## config.mk

```make
export PLATFORM = sky130hd
export DESIGN_NAME = branch_predictor_bht
export DESIGN_NICKNAME = d
export VERILOG_FILES = /design/src/rtl/mips_bp_pkg.sv /design/src/rtl/bp_sat_counter2.sv /design/src/rtl/branch_predictor_bht.sv
export SDC_FILE = /design/constraint.sdc
export NUM_CORES = 2
export LEC_CHECK = 0
export BUFFER_PORTS_ARGS = -buffer_cell sky130_fd_sc_hd__buf_2
export CAP_MARGIN = 20
export CORE_MARGIN = 3
export CORE_UTILIZATION = 44
export DETAILED_ROUTE_END_ITERATION = 6
export SYNTH_ARGS = -nofsm -noshare
export SYNTH_HDL_FRONTEND = slang
export SYNTH_SLANG_ARGS = --single-unit
```

## constraint.sdc

```tcl
create_clock -name CLK -period 4.6 [get_ports CLK]
set_input_delay 0.46 -clock CLK [delete_from_list [all_inputs] [get_ports CLK]]
set_output_delay 0.46 -clock CLK [all_outputs]
set_load 0.02 [all_outputs]
```

## src/rtl/mips_bp_pkg.sv

```systemverilog
// ---------------------------------------------------------------------------------------------
// mips_bp_pkg
// Shared definitions for the branch history/target table predictor:
//   - 2-bit saturating counter encodings (SNT/WNT/WT/ST)
//   - counter values used at reset and on allocation
//   - default index/PC widths and helpers for the derived tag width
// ---------------------------------------------------------------------------------------------
package mips_bp_pkg;

    typedef enum logic [1:0] {
        CtrSnt = 2'b00,
        CtrWnt = 2'b01,
        CtrWt  = 2'b10,
        CtrSt  = 2'b11
    } bp_ctr_e;

    // Counter value of every entry after reset, and of a freshly allocated entry.
    localparam bp_ctr_e CtrReset = CtrWnt;
    localparam bp_ctr_e CtrAlloc = CtrWt;

    localparam int unsigned DefaultIndexBits = 4;
    localparam int unsigned DefaultPcWidth   = 32;
    localparam int unsigned InstrBytes       = 4;
    // PC[1:0] are always zero for word-aligned MIPS instructions and are not stored.
    localparam int unsigned PcOffsetBits     = 2;

    function automatic int unsigned tag_bits(int unsigned pc_width, int unsigned index_bits);
        return pc_width - index_bits - PcOffsetBits;
    endfunction

endpackage

```

## src/rtl/bp_sat_counter2.sv

```systemverilog
// ---------------------------------------------------------------------------------------------
// bp_sat_counter2
// Next-state logic of a 2-bit saturating branch counter (purely combinational).
// Ports:
//   taken_i  in   resolved branch outcome
//   ctr_i    in   current counter state
//   ctr_o    out  counter state after stepping (+1 taken, -1 not taken, saturating)
// ---------------------------------------------------------------------------------------------
module bp_sat_counter2
    import mips_bp_pkg::*;
(
    input  logic    taken_i,
    input  bp_ctr_e ctr_i,
    output bp_ctr_e ctr_o
);

    always_comb begin
        ctr_o = ctr_i;
        unique case (ctr_i)
            CtrSnt: ctr_o = taken_i ? CtrWnt : CtrSnt;
            CtrWnt: ctr_o = taken_i ? CtrWt  : CtrSnt;
            CtrWt:  ctr_o = taken_i ? CtrSt  : CtrWnt;
            CtrSt:  ctr_o = taken_i ? CtrSt  : CtrWt;
            default: ctr_o = ctr_i;
        endcase
    end

endmodule

```

## src/rtl/branch_predictor_bht.sv

```systemverilog
// ---------------------------------------------------------------------------------------------
// branch_predictor_bht
// Direct-mapped branch history/target table for the 5-stage MIPS pipeline. Looked up
// combinationally with the IF PC, trained by branches resolving in EX. A misprediction
// produces a redirect plus IF/ID and ID/EX flushes that override the load-use stall.
//
// Ports:
//   CLK, RESET_N                      clock, asynchronous active-low reset
//   PC_IF                             IF-stage lookup PC
//   IsBranch_EX, BranchTaken_EX       EX branch valid / actual outcome
//   PC_EX, Target_EX                  EX branch PC / computed target
//   PredTaken_EX, PredTarget_EX       prediction carried down the pipe with the EX branch
//   BranchPredictSel, PredTarget      IF prediction (taken / target)
//   Redirect, RedirectPC              mispredict correction
//   Flush_IFID, Flush_IDEX            squash requests on mispredict
//
// Configuration:
//   BP_PERF_COUNTERS_EN  adds BranchCount / MispredictCount (32-bit, saturating).
// ---------------------------------------------------------------------------------------------
module branch_predictor_bht
    import mips_bp_pkg::*;
#(
    parameter int unsigned INDEX_BITS = DefaultIndexBits,
    parameter int unsigned PC_WIDTH   = DefaultPcWidth
) (
    input  logic                CLK,
    input  logic                RESET_N,
    input  logic [PC_WIDTH-1:0] PC_IF,
    input  logic                IsBranch_EX,
    input  logic                BranchTaken_EX,
    input  logic [PC_WIDTH-1:0] PC_EX,
    input  logic [PC_WIDTH-1:0] Target_EX,
    input  logic                PredTaken_EX,
    input  logic [PC_WIDTH-1:0] PredTarget_EX,
    output logic                BranchPredictSel,
    output logic [PC_WIDTH-1:0] PredTarget,
    output logic                Redirect,
    output logic [PC_WIDTH-1:0] RedirectPC,
    output logic                Flush_IFID,
    output logic                Flush_IDEX
`ifdef BP_PERF_COUNTERS_EN
    ,
    output logic [31:0]         BranchCount,
    output logic [31:0]         MispredictCount
`endif
);

    localparam int unsigned Entries = 1 << INDEX_BITS;
    localparam int unsigned TagBits = tag_bits(PC_WIDTH, INDEX_BITS);
    localparam int unsigned IdxLo   = PcOffsetBits;
    localparam int unsigned IdxHi   = INDEX_BITS + PcOffsetBits - 1;
    localparam logic [PC_WIDTH-1:0] PcStep = PC_WIDTH'(InstrBytes);

    // Table storage
    logic [Entries-1:0]  valid_q;
    logic [TagBits-1:0]  tag_q    [Entries];
    bp_ctr_e             ctr_q    [Entries];
    logic [PC_WIDTH-1:0] target_q [Entries];

    // Lookup (IF)
    logic [INDEX_BITS-1:0] if_idx;
    logic [TagBits-1:0]    if_tag;
    logic                  if_hit;

    assign if_idx = PC_IF[IdxHi:IdxLo];
    assign if_tag = PC_IF[PC_WIDTH-1:IdxHi+1];
    assign if_hit = valid_q[if_idx] && (tag_q[if_idx] == if_tag);

    // Resolution (EX)
    logic [INDEX_BITS-1:0] ex_idx;
    logic [TagBits-1:0]    ex_tag;
    logic                  ex_hit;
    logic                  mispredict;
    logic                  redirect;

    assign ex_idx = PC_EX[IdxHi:IdxLo];
    assign ex_tag = PC_EX[PC_WIDTH-1:IdxHi+1];
    assign ex_hit = valid_q[ex_idx] && (tag_q[ex_idx] == ex_tag);

    always_comb begin
        mispredict = 1'b0;
        if (IsBranch_EX) begin
            if (PredTaken_EX != BranchTaken_EX) begin
                mispredict = 1'b1;
            end else if (BranchTaken_EX && (PredTarget_EX != Target_EX)) begin
                mispredict = 1'b1;
            end
        end
    end

    // Gating with RESET_N drops a pending mispredict as soon as reset asserts.
    assign redirect   = mispredict && RESET_N;
    assign Redirect   = redirect;
    assign Flush_IFID = redirect;
    assign Flush_IDEX = redirect;
    assign RedirectPC = !redirect       ? '0        :
                        BranchTaken_EX  ? Target_EX : (PC_EX + PcStep);

    // A redirect wins over the IF prediction for the next PC.
    assign BranchPredictSel = if_hit && ctr_q[if_idx][1] && !redirect;
    assign PredTarget       = if_hit ? target_q[if_idx] : '0;

    // Update path
    bp_ctr_e             ctr_step;
    logic                wr_en;
    bp_ctr_e             wr_ctr;
    logic [PC_WIDTH-1:0] wr_target;

    bp_sat_counter2 u_ctr (
        .taken_i (BranchTaken_EX),
        .ctr_i   (ctr_q[ex_idx]),
        .ctr_o   (ctr_step)
    );

    always_comb begin
        wr_en     = 1'b0;
        wr_ctr    = ctr_step;
        wr_target = target_q[ex_idx];
        if (IsBranch_EX) begin
            if (ex_hit) begin
                wr_en = 1'b1;
                if (BranchTaken_EX) begin
                    wr_target = Target_EX;
                end
            end else if (BranchTaken_EX) begin
                // Allocation on a taken miss; not-taken misses leave the table alone.
                wr_en     = 1'b1;
                wr_ctr    = CtrAlloc;
                wr_target = Target_EX;
            end
        end
    end

    always_ff @(posedge CLK or negedge RESET_N) begin
        if (!RESET_N) begin
            valid_q <= '0;
            for (int i = 0; i < Entries; i++) begin
                tag_q[i]    <= '0;
                ctr_q[i]    <= CtrReset;
                target_q[i] <= '0;
            end
        end else if (wr_en) begin
            valid_q[ex_idx]  <= 1'b1;
            tag_q[ex_idx]    <= ex_tag;
            ctr_q[ex_idx]    <= wr_ctr;
            target_q[ex_idx] <= wr_target;
        end
    end

`ifdef BP_PERF_COUNTERS_EN
    logic [31:0] branch_count_q, branch_count_d;
    logic [31:0] mispredict_count_q, mispredict_count_d;

    always_comb begin
        branch_count_d     = branch_count_q;
        mispredict_count_d = mispredict_count_q;
        if (IsBranch_EX && (branch_count_q != 32'hFFFF_FFFF)) begin
            branch_count_d = branch_count_q + 32'd1;
        end
        if (redirect && (mispredict_count_q != 32'hFFFF_FFFF)) begin
            mispredict_count_d = mispredict_count_q + 32'd1;
        end
    end

    always_ff @(posedge CLK or negedge RESET_N) begin
        if (!RESET_N) begin
            branch_count_q     <= '0;
            mispredict_count_q <= '0;
        end else begin
            branch_count_q     <= branch_count_d;
            mispredict_count_q <= mispredict_count_d;
        end
    end

    assign BranchCount     = branch_count_q;
    assign MispredictCount = mispredict_count_q;
`endif

    // Word-offset bits never participate in index or tag.
    logic unused_pc_bits;
    assign unused_pc_bits = ^{PC_IF[IdxLo-1:0], PC_EX[IdxLo-1:0]};

endmodule

```

==> results_tabular.tex <==
\begin{tabular}{lr}
\hline
Metric & Value \\
\hline
\multicolumn{2}{l}{\textbf{Synth}} \\
\quad Number of enable-type register cells in the synthesized netlist & 0 \\
\quad Number of synthesized register bits & between 900 and 1000 \\
\quad Distinct cell type count after synthesis & between 70 and 80 \\
\quad Area of the mapped netlist & $\sim$55000 µm² \\
\quad Async SR Flop Fraction & between 90\% and 100\% \\
\quad Mean Syn Cell Area & between 15 and 20 µm² \\
\quad Main synth FF type & sky130\_fd\_sc\_hd\_\_dfrtp\_1 \\
\quad Register area share after synthesis & roughly 45\% \\
\quad Warnings, synthesis & 0 \\
\quad Number of instances in the synthesized netlist & 3550 \\
\quad Net count after synthesis & roughly 3700 \\
\multicolumn{2}{l}{\textbf{Critical path}} \\
\quad Peak fanout along the critical path & 11 \\
\quad Nature of the critical path endpoint & output port \\
\quad Worst endpoint required time & 4140 ps \\
\quad Category of the most critical setup path & flip-flop to output port \\
\quad Startpoint Class & flip-flop \\
\quad Arrival time worst endpoint & about 4000 ps \\
\multicolumn{2}{l}{\textbf{Layout}} \\
\quad Fin area & 62000 µm² \\
\quad Share of cells above drive strength 1 & about two fifths \\
\quad Area growth syn-to-layout & 13.5\% \\
\quad Number of fill cells in the layout & $\sim$10000 \\
\quad Post-route core utilization & between 50\% and 60\% \\
\quad Final \#Nets & 3845 \\
\quad Antenna diodes & 0 \\
\multicolumn{2}{l}{\textbf{GRT}} \\
\quad Wire length of the first global-routing pass & 252000 µm \\
\quad Pin count of the biggest net entering global routing & 180 \\
\quad Congestion Overflow GR & 0 \\
\quad Total routing resource utilization after global routing & a little over a quarter \\
\quad Via count of the first global-routing pass & between 30000 and 40000 \\
\quad Number of antenna violations at the first check in global routing & 12 \\
\multicolumn{2}{l}{\textbf{Timing}} \\
\quad Max\_slew headroom & about a third \\
\quad Number of endpoints with negative hold slack in the final report & 0 \\
\quad Final cycle utilization of the critical path & 97.0\% \\
\quad Clock skew after layout & $\sim$37 ps \\
\quad Final setup viols & 0 \\
\quad Slew Limit Fails & 0 \\
\quad Min Tclk post-route & 4460 ps \\
\quad Actual transition at the worst max-transition pin & between 900 and 1000 ps \\
\quad Total negative setup slack & 0 ps \\
\quad Fmax achieved & about 220 MHz \\
\quad Final worst slack & approximately 140 ps \\
\multicolumn{2}{l}{\textbf{Drt}} \\
\quad Initial drt markers & around 3300 \\
\quad Detailed-route via count & around 34000 \\
\quad Average wire length per cell after detail routing & around 31 µm \\
\quad Met3 wire len & between 10000 and 15000 µm \\
\quad Wire length on met1 & 75700 µm \\
\quad Highest metal used & met5 \\
\quad Routed Antenna Nets & 0 \\
\quad Detail Route met2 WL & approximately 78000 µm \\
\quad DRC & 0 \\
\quad DRT Wirelength & roughly 170000 µm \\
\quad First-pass iteration count of the detailed router & 7 \\
\quad Mean number of vias per cell & between 6 and 7 \\
\multicolumn{2}{l}{\textbf{Floorplan}} \\
\quad Die Y-Extent & $\sim$360 µm \\
\quad Core ar. & 123000 µm² \\
\quad Ports & roughly 200 \\
\quad Starting utilization of the core area & about 45\% \\
\quad DIE AREA & between 100000 and 150000 µm² \\
\quad Site row count & around 130 \\
\quad Horizontal die dimension & between 300 and 400 µm \\
\multicolumn{2}{l}{\textbf{Job}} \\
\quad Count of maximum capacitance violations & 0 \\
\multicolumn{2}{l}{\textbf{Clocking}} \\
\quad Clock net sink count & just under 1000 \\
\quad Number of levels the H-tree was split into & 3 \\
\quad TritonCTS clock tree & done \\
\quad TritonCTS Buffers & 110 \\
\quad Clock tree buffer depth & 3 \\
\quad Clock latency on the worst-skew pair & 710 ps \\
\quad Clock-pin transition on the worst setup and hold timing paths & about 60 ps \\
\quad Root cell of the clock tree & sky130\_fd\_sc\_hd\_\_clkbuf\_16 \\
\multicolumn{2}{l}{\textbf{Power}} \\
\quad Power density relative to cell area & 404 nW/µm² \\
\quad Maximum vdd ir drop & between 300 and 400 µV \\
\quad Static Leakage & between 20 and 30 nW \\
\multicolumn{2}{l}{\textbf{Placed design}} \\
\quad Worst setup timing slack at the placement stage & -77.4 ps \\
\quad Detail Placement HPWL & about 110000 µm \\
\quad DP Area & a little under 60000 µm² \\
\quad Routability-driven placement congestion ratio & 0.871 \\
\quad Count of buffers from port buffering & between 150 and 200 \\
\multicolumn{2}{l}{\textbf{Worst hold path}} \\
\quad Path category of the worst min-delay check & primary input to flip-flop \\
\multicolumn{2}{l}{\textbf{Status}} \\
\quad Run status & complete, no violations \\
\hline
\end{tabular}
## path summary, 6_finish.rpt
kind                            start        endpoint  slack (ps)  cells past startpoint
setup / recovery           tag_q[229]  PredTarget[19]         140                     12
hold / removal              PC_EX[22]      tag_q[198]         170                      2
setup reg to reg           tag_q[174]      tag_q[148]         470                     11
hold reg to reg            valid_q[6]      valid_q[6]         490                      1
max in group asynchronous     RESET_N   target_q[118]        2680                      4
min in group asynchronous     RESET_N      tag_q[382]         310                      2
## stage by stage
stage          hold WS (ps)  instances  total power, W
6_report                169       5419          0.0250
5_1_grt                 152       5419          0.0261
4_1_cts                 114       5411          0.0252
3_5_place_dp            393       5212          0.0160
3_3_place_gp            394       5212          0.0158
2_1_floorplan           164       3550          0.0143
## critical path, cell delays in order (launching register included)
cell	delay, ps
sky130_fd_sc_hd__dfrtp_1	390
sky130_fd_sc_hd__mux4_2	590
sky130_fd_sc_hd__mux4_2	530
sky130_fd_sc_hd__xnor2_2	200
sky130_fd_sc_hd__nand4_1	190
sky130_fd_sc_hd__nor4_1	290
sky130_fd_sc_hd__buf_4	160
sky130_fd_sc_hd__nand4_1	70
sky130_fd_sc_hd__buf_4	190
sky130_fd_sc_hd__buf_6	140
sky130_fd_sc_hd__buf_6	190
sky130_fd_sc_hd__nor2b_1	160
sky130_fd_sc_hd__buf_2	180
## per-layer routing
layer  GRT usage [%]  vias to the layer above
met4            6.12                        6
met5               0                        -
li1                -                    14000
met3            5.28                      243
met2            41.2                     1249
met1            39.2                    18900
## cells in the mapped netlist (3+ instances only)
cell type	instances	area [µm²]
sky130_fd_sc_hd__a211oi_1	5	37.5
sky130_fd_sc_hd__a21oi_1	34	170
sky130_fd_sc_hd__a221oi_1	9	78.8
sky130_fd_sc_hd__a22oi_1	16	120
sky130_fd_sc_hd__a31oi_1	5	31.3
sky130_fd_sc_hd__and2_1	6	37.5
sky130_fd_sc_hd__and2b_1	10	75.1
sky130_fd_sc_hd__and3_1	8	50.1
sky130_fd_sc_hd__and4_1	3	26.3
sky130_fd_sc_hd__buf_1	54	203
sky130_fd_sc_hd__buf_2	38	190
sky130_fd_sc_hd__buf_4	28	210
sky130_fd_sc_hd__buf_6	53	597
sky130_fd_sc_hd__buf_8	23	345
sky130_fd_sc_hd__clkbuf_1	171	642
sky130_fd_sc_hd__clkinv_1	3	11.3
sky130_fd_sc_hd__dfrtp_1	960	24000
sky130_fd_sc_hd__dfstp_2	16	420
sky130_fd_sc_hd__ha_1	4	50.1
sky130_fd_sc_hd__inv_1	30	113
sky130_fd_sc_hd__mux2_1	672	7570
sky130_fd_sc_hd__mux2_2	338	3810
sky130_fd_sc_hd__mux2i_1	68	681
sky130_fd_sc_hd__mux4_2	539	12100
sky130_fd_sc_hd__nand2_1	47	176
sky130_fd_sc_hd__nand2b_1	12	75.1
sky130_fd_sc_hd__nand3_1	31	155
sky130_fd_sc_hd__nand4_1	19	119
sky130_fd_sc_hd__nor2_1	61	229
sky130_fd_sc_hd__nor2b_1	43	269
sky130_fd_sc_hd__nor3_1	16	80.1
sky130_fd_sc_hd__nor4_1	12	75.1
sky130_fd_sc_hd__o211ai_1	4	30.0
sky130_fd_sc_hd__o21ai_0	12	60.1
sky130_fd_sc_hd__o22ai_1	30	188
sky130_fd_sc_hd__o2bb2ai_1	4	35.0
sky130_fd_sc_hd__o311ai_0	3	26.3
sky130_fd_sc_hd__or2_2	12	75.1
sky130_fd_sc_hd__or3_1	3	18.8
sky130_fd_sc_hd__xnor2_1	64	561
sky130_fd_sc_hd__xor2_1	46	403
## repair_timing
item	in CTS	in global routing
hold buffers	1	0
buffers inserted	0	5
resized for setup	0	8
hold endpoints to repair	28	0
setup endpoints to repair	0	17
## cell usage in the layout, fill, tap and decap left out, types with 6 or more instances in the layout
| cell type | instances |
|---|---|
| sky130_fd_sc_hd__nor4_1 | 12 |
| sky130_fd_sc_hd__dfstp_2 | 16 |
| sky130_fd_sc_hd__o21ai_0 | 12 |
| sky130_fd_sc_hd__o22ai_1 | 30 |
| sky130_fd_sc_hd__mux2_1 | 672 |
| sky130_fd_sc_hd__nand2_1 | 46 |
| sky130_fd_sc_hd__buf_2 | 188 |
| sky130_fd_sc_hd__xor2_1 | 46 |
| sky130_fd_sc_hd__bufinv_16 | 8 |
| sky130_fd_sc_hd__nand3_1 | 31 |
| sky130_fd_sc_hd__mux2i_1 | 68 |
| sky130_fd_sc_hd__buf_4 | 136 |
| sky130_fd_sc_hd__a22oi_1 | 16 |
| sky130_fd_sc_hd__clkbuf_16 | 116 |
| sky130_fd_sc_hd__a221oi_1 | 9 |
| sky130_fd_sc_hd__nor2_1 | 61 |
| sky130_fd_sc_hd__a21oi_1 | 34 |
| sky130_fd_sc_hd__mux4_2 | 539 |
| sky130_fd_sc_hd__dfrtp_1 | 960 |
| sky130_fd_sc_hd__buf_12 | 73 |
| sky130_fd_sc_hd__and3_1 | 8 |
| sky130_fd_sc_hd__nand4_1 | 19 |
| sky130_fd_sc_hd__and2_1 | 6 |
| sky130_fd_sc_hd__nor2b_1 | 41 |
| sky130_fd_sc_hd__nand2b_1 | 8 |
| sky130_fd_sc_hd__mux2_2 | 338 |
| sky130_fd_sc_hd__nor3_1 | 16 |
| sky130_fd_sc_hd__clkinv_2 | 14 |
| sky130_fd_sc_hd__inv_1 | 30 |
| sky130_fd_sc_hd__xnor2_1 | 63 |
| sky130_fd_sc_hd__and2b_4 | 10 |
| sky130_fd_sc_hd__clkbuf_8 | 34 |
| sky130_fd_sc_hd__buf_6 | 6 |
| sky130_fd_sc_hd__clkbuf_1 | 25 |
| sky130_fd_sc_hd__or2_2 | 12 |
## layout make-up
class,count,area (µm²),area share (%)
multi-input combinational,2173,27900,45.1
sequential,976,24400,39.5
timing repair buffer,413,3670,5.92
clock buffer,172,3400,5.49
tap,1625,2030,3.28
clock inverter,26,367,0.592
inverter,34,130,0.210
## sequential cells by signal (all words and copies together) (netlist names)
signal	count
ctr_q	32
tag_q	416
target_q	512
valid_q	16
## logic make-up (layout without fill, tap and decap cells)
logic type	count (synthesis)	count (layout)	share of synthesized area, %
xor gates and xnor gates	110	110	1.77
adders and majority gates	6	6	0.128
muxes	1618	1618	44.4
buffers and inverters	401	645	4.24
DFF	976	976	44.8
and+or+nand+nor	288	288	2.76
AOI/OAI and AO/OA	151	151	1.93
## power by group
group          internal [W]  switching, W
Sequential           0.0100      0.000985
Combinational       0.00271       0.00218
Clock               0.00549       0.00367
Note: power is estimated with default switching activity, not from simulation.
